## src/rtl/uart_pkg.sv

```systemverilog
// Shared types and constants for the UART TX frame scheduler.
// Holds the FSM encoding, control-register width and parameter limits.
package uart_pkg;

  localparam int CTRL_W        = 8;
  localparam int NUM_REQ_MIN   = 1;
  localparam int NUM_REQ_MAX   = 8;
  localparam int MAX_FRAME_MIN = 1;
  localparam int MAX_FRAME_MAX = 255;

  typedef enum logic [1:0] {
    IDLE = 2'd0,
    XFER = 2'd1,
    GAP  = 2'd2,
    CFG  = 2'd3
  } sched_state_t;

  function automatic int idx_width(input int n);
    return (n > 1) ? $clog2(n) : 1;
  endfunction

  function automatic int wrap_inc(input int idx, input int n);
    return (idx + 1 >= n) ? 0 : idx + 1;
  endfunction

endpackage

```

## src/rtl/uart_rr_arbiter.sv

```systemverilog
// Combinational round-robin pick: first asserted request at or after ptr,
// wrapping from NUM_REQ-1 back to 0.
module uart_rr_arbiter
  import uart_pkg::*;
#(
  parameter int NUM_REQ = 2,
  parameter int IDX_W   = idx_width(NUM_REQ)
) (
  input  logic [NUM_REQ-1:0] req,
  input  logic [IDX_W-1:0]   ptr,
  output logic [NUM_REQ-1:0] gnt,
  output logic [IDX_W-1:0]   idx,
  output logic               any
);

  always_comb begin
    int cand;
    cand = 0;
    gnt  = '0;
    idx  = '0;
    any  = 1'b0;
    for (int i = 0; i < NUM_REQ; i++) begin
      cand = int'(ptr) + i;
      if (cand >= NUM_REQ) cand = cand - NUM_REQ;
      for (int j = 0; j < NUM_REQ; j++) begin
        if (!any && (j == cand) && req[j]) begin
          any    = 1'b1;
          gnt[j] = 1'b1;
          idx    = IDX_W'(j);
        end
      end
    end
  end

endmodule

```

## src/rtl/uart_tx_scheduler.sv

```systemverilog
// Frame-level scheduler sharing the UART TX FIFO write port among requesters
// and sequencing control-register loads so they land only between frames.
//
// state | meaning
// IDLE  | no owner; cfg load has priority, else round-robin grant
// XFER  | frame owner streams bytes, at most one write every 2 clks
// GAP   | one dead cycle after a frame, forces re-arbitration
// CFG   | CtrlReg*_o latched on entry; p_We_o/cfg_ack_o pulse on exit
module uart_tx_scheduler
  import uart_pkg::*;
#(
  parameter int NUM_REQ   = 2,
  parameter int MAX_FRAME = 64
) (
  input  logic                 clk,
  input  logic                 rst,
  input  logic [NUM_REQ-1:0]   req_valid_i,
  input  logic [8*NUM_REQ-1:0] req_data_i,
  input  logic [NUM_REQ-1:0]   req_last_i,
  output logic [NUM_REQ-1:0]   req_ready_o,
  output logic [NUM_REQ-1:0]   grant_o,
  output logic                 frame_err_o,
  input  logic                 cfg_req_i,
  input  logic [CTRL_W-1:0]    cfg_reg1_i,
  input  logic [CTRL_W-1:0]    cfg_reg2_i,
  input  logic [CTRL_W-1:0]    cfg_reg3_i,
  output logic                 cfg_ack_o,
  output logic [7:0]           tx_data_o,
  output logic                 n_tx_we_o,
  input  logic                 p_tx_full_i,
  output logic                 p_We_o,
  output logic [CTRL_W-1:0]    CtrlReg1_o,
  output logic [CTRL_W-1:0]    CtrlReg2_o,
  output logic [CTRL_W-1:0]    CtrlReg3_o,
  output logic                 busy_o
);

  localparam int IDX_W = idx_width(NUM_REQ);

  sched_state_t         state;
  logic [IDX_W-1:0]     rr_ptr;
  logic [IDX_W-1:0]     gidx;
  logic [7:0]           cnt;
  logic [NUM_REQ-1:0]   grant_q;
  logic [NUM_REQ-1:0]   ready_q;
  logic                 n_we_q;
  logic [7:0]           tx_data_q;
  logic                 p_we_q;
  logic                 cfg_ack_q;
  logic                 frame_err_q;
  logic [CTRL_W-1:0]    ctrl1_q;
  logic [CTRL_W-1:0]    ctrl2_q;
  logic [CTRL_W-1:0]    ctrl3_q;

  logic [NUM_REQ-1:0]   arb_gnt;
  logic [IDX_W-1:0]     arb_idx;
  logic                 arb_any;

  logic                 cur_valid;
  logic                 cur_last;
  logic [7:0]           cur_byte;
  logic                 write_ok;
  logic                 cnt_at_limit;
  logic [7:0]           cnt_inc;
  logic [IDX_W-1:0]     ptr_next;

  uart_rr_arbiter #(
    .NUM_REQ (NUM_REQ),
    .IDX_W   (IDX_W)
  ) u_arb (
    .req (req_valid_i),
    .ptr (rr_ptr),
    .gnt (arb_gnt),
    .idx (arb_idx),
    .any (arb_any)
  );

  always_comb begin
    cur_valid = 1'b0;
    cur_last  = 1'b0;
    cur_byte  = '0;
    for (int k = 0; k < NUM_REQ; k++) begin
      if (gidx == IDX_W'(k)) begin
        cur_valid = req_valid_i[k];
        cur_last  = req_last_i[k];
        cur_byte  = req_data_i[8*k +: 8];
      end
    end
  end

  // n_we_q low means a byte went out last cycle; skipping the next cycle
  // gives the core's full flag time to reflect that write.
  assign write_ok     = (state == XFER) && (grant_q != '0) && cur_valid &&
                        !p_tx_full_i && n_we_q;
  assign cnt_at_limit = (cnt >= 8'(MAX_FRAME - 1));
  assign cnt_inc      = (cnt == 8'hFF) ? cnt : cnt + 8'd1;
  assign ptr_next     = IDX_W'(wrap_inc(int'(gidx), NUM_REQ));

  always_ff @(posedge clk) begin
    if (!rst) begin
      state       <= IDLE;
      rr_ptr      <= '0;
      gidx        <= '0;
      cnt         <= '0;
      grant_q     <= '0;
      ready_q     <= '0;
      n_we_q      <= 1'b1;
      tx_data_q   <= '0;
      p_we_q      <= 1'b0;
      cfg_ack_q   <= 1'b0;
      frame_err_q <= 1'b0;
      ctrl1_q     <= '0;
      ctrl2_q     <= '0;
      ctrl3_q     <= '0;
    end else begin
      n_we_q      <= 1'b1;
      ready_q     <= '0;
      p_we_q      <= 1'b0;
      cfg_ack_q   <= 1'b0;
      frame_err_q <= 1'b0;
      case (state)
        IDLE: begin
          if (cfg_req_i) begin
            state   <= CFG;
            ctrl1_q <= cfg_reg1_i;
            ctrl2_q <= cfg_reg2_i;
            ctrl3_q <= cfg_reg3_i;
          end else if (arb_any) begin
            state   <= XFER;
            grant_q <= arb_gnt;
            gidx    <= arb_idx;
            cnt     <= '0;
          end
        end
        XFER: begin
          if (write_ok) begin
            n_we_q    <= 1'b0;
            tx_data_q <= cur_byte;
            ready_q   <= grant_q;
            cnt       <= cnt_inc;
            if (cur_last || cnt_at_limit) begin
              state       <= GAP;
              grant_q     <= '0;
              rr_ptr      <= ptr_next;
              frame_err_q <= !cur_last;
            end
          end
        end
        GAP: begin
          state <= IDLE;
          cnt   <= '0;
        end
        CFG: begin
          p_we_q    <= 1'b1;
          cfg_ack_q <= 1'b1;
          state     <= IDLE;
        end
        default: state <= IDLE;
      endcase
    end
  end

  assign req_ready_o = ready_q;
  assign grant_o     = grant_q;
  assign frame_err_o = frame_err_q;
  assign cfg_ack_o   = cfg_ack_q;
  assign tx_data_o   = tx_data_q;
  assign n_tx_we_o   = n_we_q;
  assign p_We_o      = p_we_q;
  assign CtrlReg1_o  = ctrl1_q;
  assign CtrlReg2_o  = ctrl2_q;
  assign CtrlReg3_o  = ctrl3_q;
  assign busy_o      = (state != IDLE);

endmodule

```

## config.mk

```make
export PLATFORM = sky130hd
export DESIGN_NAME = uart_tx_scheduler
export DESIGN_NICKNAME = d
export VERILOG_FILES = /design/src/rtl/uart_pkg.sv /design/src/rtl/uart_rr_arbiter.sv /design/src/rtl/uart_tx_scheduler.sv
export SDC_FILE = /design/constraint.sdc
export NUM_CORES = 1
export LEC_CHECK = 0
export BUFFER_PORTS_ARGS = -buffer_cell sky130_fd_sc_hd__clkbuf_2
export CORE_ASPECT_RATIO = 1.4
export CORE_UTILIZATION = 42
export CTS_BUF_LIST = sky130_fd_sc_hd__clkbuf_8 sky130_fd_sc_hd__clkbuf_16
export DETAILED_ROUTE_END_ITERATION = 10
export PLACE_DENSITY = 0.74
export SETUP_SLACK_MARGIN = 0.4
export SYNTH_ARGS = -nofsm -noshare
export SYNTH_HDL_FRONTEND = slang
export SYNTH_HIERARCHICAL = 1
export SYNTH_SLANG_ARGS = --single-unit
```

## constraint.sdc

```tcl
create_clock -name clk -period 1.9 [get_ports clk]
set_input_delay 0.19 -clock clk [delete_from_list [all_inputs] [get_ports clk]]
set_output_delay 0.19 -clock clk [all_outputs]
set_load 0.005 [all_outputs]
```

== Yosys cells after proc, flatten, opt, wreduce, memory -nomap -nowiden ==
Cells that the tools add are included.

* Order comparisons: 4
* Reduce and logical (&&, ||, !) cells: 35
* Equal/unequal tests: 12
* Mux-type cells: 32
* Add/sub/neg operators: 5
* Bitwise gates (word level): 1

{| class="wikitable"
|+ Operators with widths
! cell !! count
|-
| $eq 2x32->1 const A || 2
|-
| $logic_not 32->1 || 2
|-
| $mux 32 || 2
|-
| $mux 8 || 5
|-
| $ge 32x3->1 const B || 1
|-
| $sub 32x3->32 const B || 1
|-
| $pmux 8 s3 || 1
|-
| $mux 2 || 8
|-
| $mux 1 || 14
|-
| $reduce_and 3->1 || 4
|-
| $logic_and 1x1->1 || 11
|-
| $reduce_and 5->1 || 2
|-
| $add 8x1->8 const B || 1
|-
| $eq 8x8->1 const B || 1
|-
| $ge 8x6->1 const B || 1
|-
| $ne 2x2->1 const B || 4
|-
| $pmux 2 s3 || 1
|-
| $reduce_and 2->1 || 3
|-
| $reduce_bool 2->1 || 3
|-
| $logic_not 1->1 || 5
|-
| $add 1x1->2 const B || 2
|-
| $eq 2x2->1 const B || 2
|-
| $pmux 2 s2 || 1
|-
| $reduce_and 4->1 || 1
|-
| 11 further kinds || 11
|}

* Output and inout port bits: 41
* Flip-flop bits (word level): 51
* Word-level logic and storage cells: 102
* Bits of input ports: 48

== Depth between registers and ports, before layout ==
Gate-level depths: netlist of the first run.

* Depth in word-level cells: 20
* Mapped depth: 6
* Gate-level depth less buffers: 5

== Modules after synthesis ==
The synthesis of the first run kept the hierarchy.

{| class="wikitable"
|+ Modules (own cells, without submodules)
! module !! times used !! cells each !! area an instance (µm²) !! seq. area each (µm²)
|-
| uart_tx_scheduler || 1 || 248 || 2,075.7 || 1,021.0
|-
| uart_rr_arbiter || 1 || 5 || 32.5 || 0.0
|}

== Worst setup path before layout of the first run ==
Ideal clock, no wire load.

* Kind: flip-flop to flip-flop
* Start point: register cnt[0]
* End point: register rr_ptr
* Data arrival time: 1.918 ns
* Setup time: 0.132 ns
* Required time: 1.768 ns
* Path buffers: 1
* Stages on the path, launching flop included: 7
* Path slack: -0.150 ns
* Cells stage by stage: dfxtp_1 -> ha_1 -> and3_1 -> clkbuf_1 -> a2111oi_0 -> or3_2 -> a21oi_1

* Word-level cells in the longest chain between the ends: 3

{| class="wikitable"
|+ RTL lines
! element !! RTL line !! source
|-
| start: declaration || uart_tx_scheduler.sv:43 || <nowiki>logic [7:0] cnt;</nowiki>
|-
| start signal: assignment || uart_tx_scheduler.sv:140 || <nowiki>cnt <= cnt_inc;</nowiki>
|-
| $ge 8x6->1 || uart_tx_scheduler.sv:95 || <nowiki>assign cnt_at_limit = (cnt >= 8'(MAX_FRAME - 1));</nowiki>
|-
| $logic_or 1x1->1 || uart_tx_scheduler.sv:141 || <nowiki>if (cur_last || cnt_at_limit) begin</nowiki>
|-
| $reduce_and 3->1 (no source line) || - ||
|-
| end signal: assignment || uart_tx_scheduler.sv:144 || <nowiki>rr_ptr <= ptr_next;</nowiki>
|-
| end: declaration || uart_tx_scheduler.sv:41 || <nowiki>logic [IDX_W-1:0] rr_ptr;</nowiki>
|}

Every way passes these cells.
A chain may end at the register's enable or synchronous reset.

== Worst setup path in the final report of the first run ==
* Start point: register gidx
* End point: register cnt[1]

* Word-level cells in the longest chain between the ends: 6

{| class="wikitable"
|+ RTL lines
! element !! RTL line !! source
|-
| start: declaration || uart_tx_scheduler.sv:42 || <nowiki>logic [IDX_W-1:0] gidx;</nowiki>
|-
| start signal: assignment || uart_tx_scheduler.sv:131 || <nowiki>gidx <= arb_idx;</nowiki>
|-
| $mux 1 || uart_tx_scheduler.sv:83 || <nowiki>if (gidx == IDX_W'(k)) begin</nowiki>
|-
| $logic_and 1x1->1 (2 in a row) || uart_tx_scheduler.sv:93 || <nowiki>assign write_ok = (state == XFER) && (grant_q != '0) && cur_valid &&</nowiki>
|-
| $logic_and 1x1->1 || uart_tx_scheduler.sv:94 || <nowiki>!p_tx_full_i && n_we_q;</nowiki>
|-
| $ne 2x2->1 (no source line) || - ||
|-
| $reduce_and 5->1 (no source line) || - ||
|}

Every way passes these cells.

==> impl_metrics.py, run 1 <==
metrics = {
    "synthesis": {
        "synth_seq_area_share_pct": 48.4,
        "synth_top_area_share_pct": 48.4,
        "syn-instance-count": 253,
        "synthTopCellsByArea": "dfxtp_1, nand2_1, a21oi_1, mux2i_1, a211oi_1",
        "syn_nets": 302,
        "ys_seq_elements": 51,
        "synthFlopType": "dfxtp_1",
        "synth_edf_count": 0,
        "synth_cell_types": 40,
        "yosysWarningCount": 6,
        "avgSynthCellArea_sq_um": 8.33,
        "synthArstFlopShare_pct": 0,
        "syn_area_sq_um": 2110,
        "yosysTopAreaCell": "dfxtp_1",
    },
    "global_routing": {
        "first_global_vias": 1950,
        "antenna_found_initial": 0,
        "grt.total_usage_pct": 20.8,
        "grt-ovfl-total": 0,
        "grt_max_degree": 25,
        "grt_pass1_wl_microns": 8440,
    },
    "timing": {
        "post-route-min-period_ns": 1.77,
        "setup_ws_ns": 0.126,
        "clock.fmax_mhz": 564,
        "slew_headroom_pct": 59.1,
        "grt_setup_unrepaired": "true",
        "holdWs_ns": 0.0961,
        "drv_slew": 0,
        "finalSetupViolCount": 0,
        "tightestPinTransition_ns": 0.612,
        "hold_viol": 0,
        "finalCritPeriodShare_pct": 93.4,
        "skew_ns": 0.00811,
        "tns_ns": 0,
    },
    "placed_design": {
        "place_congestion": 0.806,
        "dpl_worst_slack_ns": 0.120,
        "numPortBuffers": 88,
        "placed_cells": 396,
        "hpwlAfterDp_microns": 3600,
    },
    "critical_path": {
        "critPathKind": "reg2reg",
        "critPathCaptureType": "flip-flop",
        "critical-path-top-delay-family": "compound AO/OA/AOI/OAI gates",
        "crit_arrival_ns": 2.01,
        "crit_start": "gidx",
        "cpPeakStageDelay_ns": 0.53,
        "cp_slowest_cell": "o41a_4",
        "path_max_fanout": 5,
        "worstSetupStartpointType": "flip-flop",
        "rr_startpoint": "gidx",
        "path_buf_inv": 0,
        "path_cells": "mux2i_4 > o41a_4 > or4_4 > a21oi_2",
        "required_ns": 2.13,
    },
    "floorplan": {
        "initial_utilization_pct": 43.5,
        "dieArea_sq_um": 5310,
        "die_w_microns": 61.9,
        "num_rows": 30,
        "core_sq_um": 4840,
        "die_height_microns": 85.8,
        "io_pins": 89,
    },
    "run_status": {
        "outcome": "complete, no violations",
    },
    "cells_and_area": {
        "layout-drive-gt1-share_pct": 43.6,
        "syn_to_final_growth_pct": 46.8,
        "utilization_pct": 63.9,
        "mostFrequentLayoutCells": "clkbuf_2, nand2_1, dfxtp_1",
        "layout.cells.non_filler": 422,
        "fillers": 409,
        "multi_input_area_sq_um": 1170,
        "final_common_cell": "clkbuf_2",
        "nets": 406,
        "ff_latch_area_sq_um": 1040,
        "diodes": 0,
    },
    "hold_path": {
        "hp-start": "cfg_reg1_i[3]",
        "hp-class": "in2reg",
    },
    "power": {
        "power_density_nw_per_um2": 699,
        "ir_worst_vdd_v": 0.000449,
        "total_leakage_power_nw": 1.32,
    },
    "clocking": {
        "clk_pin_slew_worst_paths_ns": 0.09,
        "cts.sinks": 51,
        "cts_root_buf": "clkbuf_8",
        "tritoncts": "yes",
        "htreeDepth": 2,
        "cts_buffers": 5,
        "ctsHoldBuffers": 0,
        "clkLatencyLatePin_ns": 0.30,
        "cts_buffer_depth": 2,
    },
    "routing": {
        "detail-route-antenna-nets": 0,
        "wirelength_microns": 5620,
        "vias": 2184,
        "drc": 0,
        "vias_per_cell": 5.18,
        "dr.pass1.iters": 4,
        "drt_iter0_drc": 110,
        "wl_per_cell_microns": 13.3,
    },
    "job": {
        "max-cap-violations": 0,
    },
}
## area by class of cell
cell class / instances / share of cell area, %
multi-input combinational: 179 / 37.7
sequential: 51 / 33.5
timing repair buffer: 114 / 22.5
clock buffer: 6 / 2.67
tap: 64 / 2.59
inverter: 6 / 0.728
clock inverter: 2 / 0.404
## flip-flops by register name, summed over array words and instances (netlist names), 2 cells and up
signal,flops
cnt,8
req_ready_o,2
state,2
grant_o,2
tx_data_o,8
CtrlReg2_o,8
CtrlReg1_o,8
CtrlReg3_o,8
## tightest hold or removal path: cells and delay by family
kind / cells / cell delay, ns
and+or+nand+nor: 1 / 0.04
AOI/OAI and AO/OA: 1 / 0.05
buffers and inverters: 1 / 0.08
## metal layers
metal	global-route usage, %	wire length [microns]	up-vias
met4	7.47	105	0
li1	-	-	1092
met5	0	0	-
met3	4.83	248	10
met2	35.3	2980	63
met1	24.8	2290	1019
## metrics by stage
step / power (mW) / area (sq um)
6_report: 2.16 / 3100
5_1_grt: 2.26 / 3100
4_1_cts: 2.14 / 2930
3_5_place_dp: 1.48 / 2670
3_3_place_gp: 1.48 / 2670
2_1_floorplan: 1.34 / 2160
## Yosys cell counts (all sizes together) (3+ instances only)
master and number:
inv 6, a21oi 32, o311ai 3, nand2 59, a21boi 3, and3 5
o21ai 6, dfxtp 51, nor3 3, and2 3, buf 4, clkbuf 13
nand2b 4, nor2 15, or4 3, mux2i 9, a211oi 10
## kinds of logic after synthesis
kind of cell / after synthesis / share of synthesized area, %
AOI/OAI and AO/OA: 67 / 20.1
adders and majority gates: 1 / 0.593
buffers and inverters: 23 / 4.69
DFF: 51 / 48.4
muxes: 10 / 4.81
and+or+nand+nor: 101 / 21.4
## worst paths after layout
kind | end | slack, ns | cells past startpoint
setup / recovery | cnt[1] | 0.13 | 4
setup reg to reg | cnt[1] | 0.13 | 4
hold / removal | CtrlReg1_o[3] | 0.1 | 3
hold reg to reg | CtrlReg1_o[7] | 0.46 | 2
## what timing repair did
item | in CTS | in global routing
resized for setup | 15 | 22
pin swaps | 7 | 10
setup buffers | 13 | 4
cloned | 0 | 1
endpoints found under the setup margin | 14 | 49
## power by group
part | switching (mW) | internal, mW
clock | 0.354 | 0.294
combinational | 0.202 | 0.171
sequential | 0.0294 | 1.11
total | 0.585 | 1.58
Power figures use the tool's default switching activity.
==> inputs of run 2 (changes only) <==
--- a/config.mk
+++ b/config.mk
@@ -11,7 +11,9 @@
 export CTS_BUF_LIST = sky130_fd_sc_hd__clkbuf_8 sky130_fd_sc_hd__clkbuf_16
 export DETAILED_ROUTE_END_ITERATION = 10
 export PLACE_DENSITY = 0.74
+export RECOVER_POWER = 100
 export SETUP_SLACK_MARGIN = 0.4
+export SLEW_MARGIN = 20
 export SYNTH_ARGS = -nofsm -noshare
 export SYNTH_HDL_FRONTEND = slang
 export SYNTH_HIERARCHICAL = 1
==> run 2 against run 1 <==
  * Utilization is 2.1 points lower
  * First-iteration DRC count rose by 6.4%
  * Power decreased by 0.86%
  * Clock skew is essentially flat
  * Wire length about the same
  * Cell count unchanged
  * Global-route usage unchanged
  * Register-to-register slack about the same
  * Critical path depth is the same
  * Via count up 0.87%
  * Sequential share of layout area grew 0.83 points
  * Combinational power is 5% lower
==> impl_metrics.py, run 2 (synthesized netlist as in run 1, its figures left out) <==
metrics = {
    "run_status": {
        "outcome": "complete, no violations",
    },
    "routing": {
        "wl_per_cell_microns": 13.3,
        "dr.pass1.iters": 4,
        "drt_iter0_drc": 117,
        "vias_per_cell": 5.22,
        "drc": 0,
        "vias": 2203,
        "detail-route-antenna-nets": 0,
        "wirelength_microns": 5620,
    },
    "timing": {
        "tns_ns": 0,
        "clock.fmax_mhz": 560,
        "hold_viol": 0,
        "tightestPinTransition_ns": 0.607,
        "finalSetupViolCount": 0,
        "drv_slew": 0,
        "grt_setup_unrepaired": "true",
        "setup_ws_ns": 0.115,
        "slew_headroom_pct": 59.5,
        "skew_ns": 0.00770,
        "finalCritPeriodShare_pct": 93.9,
        "post-route-min-period_ns": 1.78,
    },
    "critical_path": {
        "critical-path-top-delay-family": "simple AND/OR/NAND/NOR gates",
        "path_cells": "nor2_1 > or4_1 > or4_1 > a31oi_1",
        "r2r_cells": 4,
        "critPathCaptureType": "flip-flop",
        "cp_common_cell": "or4_1",
        "path_buf_inv": 0,
        "r2r_end": "cnt[7]",
        "crit_arrival_ns": 2.02,
        "reg2reg_slack_ns": 0.12,
        "cp_slowest_cell": "or4_1",
        "worstSetupStartpointType": "flip-flop",
        "path_max_fanout": 4,
        "cpPeakStageDelay_ns": 0.56,
        "critPathKind": "reg2reg",
        "required_ns": 2.14,
        "rr_startpoint": "grant_o[0]",
    },
    "global_routing": {
        "grt_max_degree": 25,
        "first_global_vias": 1950,
        "grt-ovfl-total": 0,
        "grt.total_usage_pct": 20.8,
        "antenna_found_initial": 0,
        "grt_pass1_wl_microns": 8440,
    },
    "placed_design": {
        "dpl_worst_slack_ns": 0.120,
        "placed_cells": 396,
        "place_congestion": 0.806,
        "numPortBuffers": 88,
        "hpwlAfterDp_microns": 3600,
    },
    "cells_and_area": {
        "final_common_cell": "clkbuf_2",
        "diodes": 0,
        "syn_to_final_growth_pct": 42.1,
        "mostFrequentLayoutCells": "clkbuf_2, nand2_1, dfxtp_1",
        "layout-drive-gt1-share_pct": 33.5,
        "nets": 406,
        "layout.cells.non_filler": 422,
    },
    "clocking": {
        "cts.sinks": 51,
        "cts_buffer_depth": 2,
        "clk_pin_slew_worst_paths_ns": 0.09,
        "cts_root_buf": "clkbuf_8",
        "clkLatencyLatePin_ns": 0.30,
        "ctsHoldBuffers": 0,
        "tritoncts": "yes",
        "htreeDepth": 2,
        "cts_buffers": 5,
    },
    "hold_path": {
        "holdPathEnd": "CtrlReg1_o[3]",
        "hp-start": "cfg_reg1_i[3]",
        "holdPathStages": 3,
        "hp-class": "in2reg",
    },
    "floorplan": {
        "die_height_microns": 85.8,
        "dieArea_sq_um": 5310,
        "core_sq_um": 4840,
        "io_pins": 89,
        "initial_utilization_pct": 43.5,
        "die_w_microns": 61.9,
        "num_rows": 30,
    },
    "job": {
        "max-cap-violations": 0,
    },
    "power": {
        "power_density_nw_per_um2": 716,
        "power_mw": 2.14,
        "total_leakage_power_nw": 1.21,
        "ir_worst_vdd_v": 0.000474,
    },
}
## run 2: cell count changes in the layout (fill, tap and decap cells not counted), moves of 3 or more
| cell | previous run | this run |
|---|---|---|
| clkbuf_1 | 0 | 24 |
| dfxtp_1 | 45 | 48 |
| clkbuf_2 | 88 | 68 |
| buf_4 | 18 | 11 |
## run 2: worst max path at each step
stage / from / to / slack [ns] / depth (start not counted)
after floorplan: state[1] / cnt[7] / 0.09 / 6
after global placement: gidx / cnt[7] / 0.15 / 4
after detailed placement: gidx / cnt[7] / 0.12 / 4
after CTS: state[1] / cnt[7] / 0.18 / 4
after global routing: grant_o[1] / cnt[7] / 0.07 / 4
final: grant_o[0] / cnt[7] / 0.12 / 4
## run 2: power breakdown
part	switching (mW)	internal, mW	leakage (nW)	total (mW)
combinational	0.198	0.157	0.745	0.355
clock	0.353	0.294	0.0526	0.647
sequential	0.0284	1.11	0.416	1.14
total	0.580	1.56	1.21	2.14
## run 2: worst register-to-register path, cell delays in order, from the launching register on
cell	delay (ns)
dfxtp_1	0.39
nor2_1	0.12
or4_1	0.56
or4_1	0.48
a31oi_1	0.16
## run 2: routing by layer
layer	global-route usage [%]	vias to the layer above	wire length, microns
met5	0	-	0
met4	7.47	0	113
met3	4.83	12	234
met2	35.3	61	2990
met1	24.8	1039	2280
li1	-	1091	-
## run 2: metrics by stage
stage	hold WS, ns	area [sq um]	util [%]
3_3_place_gp	0.412	2670	55.2
6_report	0.0959	3000	61.9
3_5_place_dp	0.418	2670	55.2
5_1_grt	0.0937	3000	61.9
4_1_cts	0.0893	2930	60.4
2_1_floorplan	0.326	2160	-
## run 2: cell type report
class | instances | area [sq um]
Fill cell | 445 | 1850
Multi-Input combinational cell | 179 | 1130
Sequential cell | 51 | 1030
Timing Repair Buffer | 114 | 644
Clock buffer | 6 | 82.6
Tap cell | 64 | 80.1
Inverter | 6 | 22.5
Clock inverter | 2 | 12.5
## run 2: what timing repair did
item / in CTS / in global routing
cloned: 0 / 1
setup buffers: 13 / 4
gates resized for setup: 15 / 22
endpoints found under the setup margin: 14 / 49
pin swaps: 7 / 10
